==> src/rtl/tetris_pkg.sv <==
// Shared Tetris types and constants: piece encoding, 7-bag mask, LFSR taps and
// the circular bag-selection helper used by the piece randomiser.
package tetris_pkg;

   typedef enum logic [2:0] {
      PIECE_I = 3'd0,
      PIECE_O = 3'd1,
      PIECE_T = 3'd2,
      PIECE_S = 3'd3,
      PIECE_Z = 3'd4,
      PIECE_J = 3'd5,
      PIECE_L = 3'd6
   } piece_type_t;

   typedef logic [6:0] bag_mask_t;

   typedef enum logic [0:0] {
      StFill  = 1'b0,
      StReady = 1'b1
   } queue_state_e;

   localparam logic [15:0] LFSR_TAPS  = 16'hB400;
   localparam bag_mask_t   BAG_FULL   = 7'h7F;
   localparam int          NUM_PIECES = 7;

   // First set bag bit searching circularly upward from start (start 7 folds to 0).
   function automatic logic [2:0] bag_pick(input bag_mask_t bag, input logic [2:0] start);
      logic [2:0] idx;
      logic [2:0] pick;
      logic       found;
      pick  = 3'd0;
      found = 1'b0;
      idx   = (start == 3'd7) ? 3'd0 : start;
      for (int i = 0; i < NUM_PIECES; i++) begin
         if (!found && bag[idx]) begin
            pick  = idx;
            found = 1'b1;
         end
         idx = (idx == 3'd6) ? 3'd0 : idx + 3'd1;
      end
      return pick;
   endfunction

endpackage

==> src/rtl/tetris_bag_rng.sv <==
// 7-bag piece randomiser: free-running 16-bit Galois LFSR plus a mask of pieces
// still available in the current bag. piece_o is combinational; advance_i consumes it.
module tetris_bag_rng
   import tetris_pkg::*;
#(
   parameter logic [15:0] LFSR_SEED = 16'hACE1
) (
   input  logic        clk,
   input  logic        reset,
   input  logic        advance_i,
   output piece_type_t piece_o
);

   logic [15:0] lfsr_q, lfsr_d;
   bag_mask_t   bag_q, bag_d;
   logic [2:0]  pick;

   always_comb begin
      pick    = bag_pick(bag_q, lfsr_q[2:0]);
      piece_o = piece_type_t'(pick);
      lfsr_d  = {1'b0, lfsr_q[15:1]} ^ (lfsr_q[0] ? LFSR_TAPS : 16'h0000);
      bag_d   = bag_q;
      if (advance_i) begin
         bag_d = bag_q & ~(bag_mask_t'(1) << pick);
         // Emptied bag refills in the same cycle so selection never fails.
         if (bag_d == '0) begin
            bag_d = BAG_FULL;
         end
      end
   end

   always_ff @(posedge clk or posedge reset) begin
      if (reset) begin
         lfsr_q <= LFSR_SEED;
         bag_q  <= BAG_FULL;
      end else begin
         lfsr_q <= lfsr_d;
         bag_q  <= bag_d;
      end
   end

endmodule

==> src/rtl/tetris_piece_queue.sv <==
// Piece source: 7-bag randomiser feeding a (PREVIEW_DEPTH+1)-entry preview queue.
// Optional hold slot enabled by defining TETRIS_HOLD_EN.
module tetris_piece_queue
   import tetris_pkg::*;
#(
   parameter int unsigned PREVIEW_DEPTH = 3,
   parameter logic [15:0] LFSR_SEED     = 16'hACE1
) (
   input  logic                         clk,
   input  logic                         reset,
   input  logic                         pop_i,
   input  logic                         hold_i,
   output logic                         valid_o,
   output piece_type_t                  head_o,
   output logic [3*PREVIEW_DEPTH-1:0]   preview_o,
   output logic                         hold_valid_o,
   output piece_type_t                  hold_piece_o,
   output logic                         hold_used_o
);

   localparam int unsigned DepthQ = PREVIEW_DEPTH + 1;
   localparam int unsigned CntW   = $clog2(DepthQ + 1);

   queue_state_e    state_q, state_d;
   piece_type_t     q_q [DepthQ];
   piece_type_t     q_d [DepthQ];
   logic [CntW-1:0] cnt_q, cnt_d;

   piece_type_t gen_piece;
   logic        advance;
   logic        pop_accept;
   logic        hold_take;
   logic        hold_swap;
   logic        shift;

   tetris_bag_rng #(
      .LFSR_SEED (LFSR_SEED)
   ) u_bag_rng (
      .clk       (clk),
      .reset     (reset),
      .advance_i (advance),
      .piece_o   (gen_piece)
   );

   assign pop_accept = (state_q == StReady) && pop_i;
   assign shift      = pop_accept || hold_take;

   always_comb begin
      state_d = state_q;
      cnt_d   = cnt_q;
      q_d     = q_q;
      advance = 1'b0;
      unique case (state_q)
         StFill: begin
            advance = 1'b1;
            for (int unsigned i = 0; i < DepthQ; i++) begin
               if (cnt_q == CntW'(i)) begin
                  q_d[i] = gen_piece;
               end
            end
            cnt_d = cnt_q + CntW'(1);
            if (cnt_q == CntW'(DepthQ - 1)) begin
               state_d = StReady;
            end
         end
         StReady: begin
            if (shift) begin
               for (int unsigned i = 0; i + 1 < DepthQ; i++) begin
                  q_d[i] = q_q[i+1];
               end
               q_d[DepthQ-1] = PIECE_I;
               cnt_d         = CntW'(DepthQ - 1);
               state_d       = StFill;
            end else if (hold_swap) begin
               q_d[0] = hold_piece_o;
            end
         end
      endcase
   end

   always_ff @(posedge clk or posedge reset) begin
      if (reset) begin
         state_q <= StFill;
         cnt_q   <= '0;
         for (int unsigned i = 0; i < DepthQ; i++) begin
            q_q[i] <= PIECE_I;
         end
      end else begin
         state_q <= state_d;
         cnt_q   <= cnt_d;
         q_q     <= q_d;
      end
   end

   assign valid_o = (state_q == StReady);
   assign head_o  = q_q[0];

   for (genvar k = 0; k < PREVIEW_DEPTH; k++) begin : g_preview
      assign preview_o[3*k +: 3] = q_q[k+1];
   end

`ifdef TETRIS_HOLD_EN
   logic        hold_valid_q;
   piece_type_t hold_piece_q;
   logic        hold_used_q;
   logic        hold_req;

   // Pop wins over hold when both arrive together.
   assign hold_req  = (state_q == StReady) && !pop_i && hold_i && !hold_used_q;
   assign hold_take = hold_req && !hold_valid_q;
   assign hold_swap = hold_req && hold_valid_q;

   always_ff @(posedge clk or posedge reset) begin
      if (reset) begin
         hold_valid_q <= 1'b0;
         hold_piece_q <= PIECE_I;
         hold_used_q  <= 1'b0;
      end else begin
         if (pop_accept) begin
            hold_used_q <= 1'b0;
         end else if (hold_req) begin
            hold_used_q <= 1'b1;
         end
         if (hold_req) begin
            hold_piece_q <= q_q[0];
         end
         if (hold_take) begin
            hold_valid_q <= 1'b1;
         end
      end
   end

   assign hold_valid_o = hold_valid_q;
   assign hold_piece_o = hold_piece_q;
   assign hold_used_o  = hold_used_q;
`else
   logic unused_hold;
   assign unused_hold  = hold_i;
   assign hold_take    = 1'b0;
   assign hold_swap    = 1'b0;
   assign hold_valid_o = 1'b0;
   assign hold_piece_o = PIECE_I;
   assign hold_used_o  = 1'b0;
`endif

endmodule
==> config.mk <==
export PLATFORM = sky130hd
export DESIGN_NAME = tetris_piece_queue
export DESIGN_NICKNAME = d
export VERILOG_FILES = /design/src/rtl/tetris_pkg.sv /design/src/rtl/tetris_bag_rng.sv /design/src/rtl/tetris_piece_queue.sv
export SDC_FILE = /design/constraint.sdc
export NUM_CORES = 1
export LEC_CHECK = 0
export ABC_AREA = 1
export CORE_ASPECT_RATIO = 1.5
export CORE_MARGIN = 5
export CORE_UTILIZATION = 28
export CTS_CLUSTER_SIZE = 12
export DETAILED_ROUTE_END_ITERATION = 6
export HOLD_SLACK_MARGIN = 0.15
export MAX_ROUTING_LAYER = met4
export PLACE_DENSITY_LB_ADDON = 0.1
export SYNTH_ARGS = -nofsm -noshare
export SYNTH_HDL_FRONTEND = slang
export SYNTH_HIERARCHICAL = 1
export SYNTH_SLANG_ARGS = --single-unit
==> constraint.sdc <==
create_clock -name clk -period 5.95 [get_ports clk]
set_input_delay 0.8925 -clock clk [delete_from_list [all_inputs] [get_ports clk]]
set_output_delay 0.8925 -clock clk [all_outputs]
set_load 0.01 [all_outputs]
==> out/results.tsv <==
stage	metric	value	unit
run_status	status	finished clean	
synthesis	Yosys reg bits	39	
grt	global-route wire length before repair	12700	µm
cts	Post-CTS Setup Bufs	0	
cells_and_area	post-layout util	32.0	%
min_path	hold endpoint	u_bag_rng/lfsr_q[8]	
synthesis	top cells by count, synth	115 x nand2_1, 53 x nand3_1, 43 x inv_1	
critical_path	R2R cell count	20	
critical_path	Setup CP Type	reg -> reg	
critical_path	critical path's most frequent cell	nand2_1	
sta	final setup vio count	0	
sta	final slew viol count	0	
synthesis	Area contributors post-synth	dfrtp_1 21%, nand2_1 15%, dfstp_2 14%	
cts	clock latency on the worst-skew pair	0.28	ns
cts	Num CTS Buffers	5	
detailed_routing	Iter 0 DRT Violations	78	
sta	period utilisation layout	51.7	%
synthesis	Post-synth EDFFs	0	
power	Leakage	1.71	nW
cts	Post-CTS Resized	0	
synthesis	Syn Inst Count	394	
synthesis	post-synthesis sequential area ratio	35.3	%
floorplan	IO Count	22	
cells_and_area	ANT cells	0	
cts	clock sink count	39	
synthesis	dominant synthesized flop cell	dfrtp_1	
grt	grt total ovfl	0	
cts	CTS Buffer Depth	2	
detailed_routing	Vias	2505	
floorplan	Die H	133	µm
sta	Max Clk Rate	325	MHz
critical_path	RR Startpoint	u_bag_rng/lfsr_q[0]	
cts	Worst-path clk slew	0.06	ns
min_path	hold path depth	0	
cts	H-tree depth	2	
sta	Hold Slack	0.348	ns
detailed_routing	mean routed wirelength per cell	14.5	µm
synthesis	Mapped Area	2820	µm²
floorplan	Std-Cell Core Area	9970	µm²
cts	hold_buf cts	0	
sta	Final Critical Period	3.07	ns
critical_path	crit-path max FO	18	
synthesis	synth unique cells	32	
cts	CTS root buf	clkbuf_16	
critical_path	CP max stage cell	dfstp_2	
min_path	Hold Startpoint	u_bag_rng/lfsr_q[9]	
grt	initial antenna violation count	0	
critical_path	reg-to-reg endpoint	u_bag_rng/bag_q[1]	
synthesis	Post-synth ARST share	100	%
detailed_routing	drt total wl	7620	µm
power	PD cells	455	nW/µm²
floorplan	die area	12200	µm²
floorplan	die width	91.9	µm
sta	Hold Violations, Final	0	
min_path	Hold WC Path Type	reg -> reg	
cells_and_area	NumNets Final	417	
critical_path	worst reg2reg setup slack	2.88	ns
synthesis	syn avg cell area	7.15	µm²
critical_path	slowest stage delay, CP	0.83	ns
synthesis	cell with the most instances after synthesis	nand2_1	
power	Tot Pwr	1.45	mW
sta	Worst Tran Pin Value	0.801	ns
sta	normalized max-slew margin	46.6	%
detailed_routing	DR DRC count	0	
synthesis	top cell type's share of synthesized area	21.3	%
sta	skew final	0.00442	ns
detailed_routing	Initial DRT Pass Iterations	4	
sta	setup TNS	0	ns
grt	largest net degree at the start of global routing	24	
critical_path	Critical Path Start Type	flop	
critical_path	CP top delay family	simple AND/OR/NAND/NOR gates	
cts	TritonCTS clock tree	built	
power	VDD IR max	0.250	mV
critical_path	Crit path required time	6.17	ns
sta	RSZ-0062 raised after global routing	false	
place	IO buf count	15	
floorplan	initial core utilization	28.3	%
critical_path	CP arrival	3.29	ns
critical_path	CP Launch Point	u_bag_rng/lfsr_q[0]	
place	DP HPWL	5970	µm
synthesis	Synth warnings	6	
critical_path	type of destination of the critical path	flop	
critical_path	crit path cell chain	nand2_4, nand2_4, inv_2, o21ai_0, nand2_1, nand2_1, nand2_2, nand3_1, nor2_1, nor2_1, nand2_1, nor2_1, nand3_1, nor2_1, nand3_1, nand2_1, nand2_1, nor2_1, nand2_2, nand2_1	
run	MaxCap Viol Count	0	
place	Routability Congestion	0.842	
synthesis	area leader, netlist	dfrtp_1	
grt	vias in the first global route	2520	
floorplan	num rows	45	
critical_path	Worst Path Buf+Inv	1	
cells_and_area	P&R area growth vs syn	13.2	%
detailed_routing	post-route ant nets	0	
cells_and_area	fill count	1105	
cells_and_area	share of layout cells above drive strength 1	18.1	%
grt	All-Layer GR Usage	13.6	%
detailed_routing	Via-to-Cell Ratio	4.76	
## worst reg2reg max path: stages (launching register included)
cell     delay (ns)
dfstp_2        0.83
nand2_4        0.15
nand2_4        0.15
inv_2          0.05
o21ai_0        0.06
nand2_1        0.10
nand2_1        0.08
nand2_2        0.11
nand3_1        0.13
nor2_1         0.05
nor2_1         0.22
nand2_1        0.09
nor2_1         0.11
nand3_1        0.09
nor2_1         0.19
nand3_1        0.16
nand2_1        0.09
nand2_1        0.05
nor2_1         0.11
nand2_2        0.11
nand2_1        0.10
## through the flow
step	area, µm²	worst slack (ns)	std cells
floorplan	2830	3.58	398
global placement	3020	2.86	518
detailed placement	3020	2.86	518
CTS	3190	2.83	526
global route	3190	2.49	526
finish	3190	2.88	526
## worst max path at each step
stage | cells past startpoint | to | slack, ns
floorplan | 22 | u_bag_rng/bag_q[2] | 3.58
global placement | 20 | u_bag_rng/bag_q[5] | 2.86
detailed placement | 20 | u_bag_rng/bag_q[1] | 2.86
CTS | 20 | u_bag_rng/bag_q[1] | 2.83
global route | 20 | u_bag_rng/bag_q[1] | 2.49
finish | 20 | u_bag_rng/bag_q[1] | 2.88
## routing by layer
metal | vias to the layer above | track usage (%) | share of wire (%)
met5 | - | - | 0
met4 | 0 | 4.96 | 1.7
met3 | 8 | 1.42 | 2.4
met2 | 40 | 25.5 | 56
met1 | 1174 | 14.4 | 40
li1 | 1283 | - | -
## area by class of cell
class | count | area, µm² | area share, %
timing repair buffer | 15 | 150 | 4.71
inverter | 49 | 184 | 5.77
multi-input combinational | 298 | 1540 | 48.3
clock inverter | 1 | 8.76 | 0.275
clock buffer | 7 | 164 | 5.14
tap | 117 | 146 | 4.59
sequential | 39 | 995 | 31.2
## layout by cell type (no fill, tap or decap), drive strengths merged
cell / Yosys / final
dfrtp: 24 / 24
nor2: 33 / 33
a21oi: 5 / 5
ha: 5 / 5
a31oi: 2 / 2
dfstp: 15 / 15
o211ai: 4 / 4
nor3: 1 / 1
o31ai: 1 / 1
inv: 49 / 50
o21ai: 28 / 28
nand3b: 2 / 2
o22ai: 2 / 2
xor2: 3 / 3
nand4: 4 / 4
a211oi: 1 / 1
clkdlybuf4s50: 0 / 15
conb: 1 / 5
nand3: 58 / 58
nand2: 144 / 144
clkbuf: 1 / 7
## report_power, final
part	switching, mW	internal, mW
Combinational	0.449	0.257
Sequential	0.0943	0.351
Clock	0.108	0.194
## sequential cells by signal, summed over array words and instances, names as in the netlist
register	flops
head_o	3
preview_o	9
u_bag_rng/bag_q	7
u_bag_rng/lfsr_q	16
cnt_q	3
valid_o	1
## cell families (layout without fill, tap and decap cells)
family / count (synthesis) / count (layout) / synth area share [%]
xor gates and xnor gates: 3 / 3 / 0.933
adders and majority gates: 5 / 5 / 2.22
and+or+nand+nor: 242 / 242 / 42.3
DFF: 39 / 39 / 35.3
AOI/OAI and AO/OA: 43 / 43 / 8.61
other: 1 / 5 / 0.133
buffers and inverters: 61 / 72 / 10.5
(Power assumes the default switching activity.)
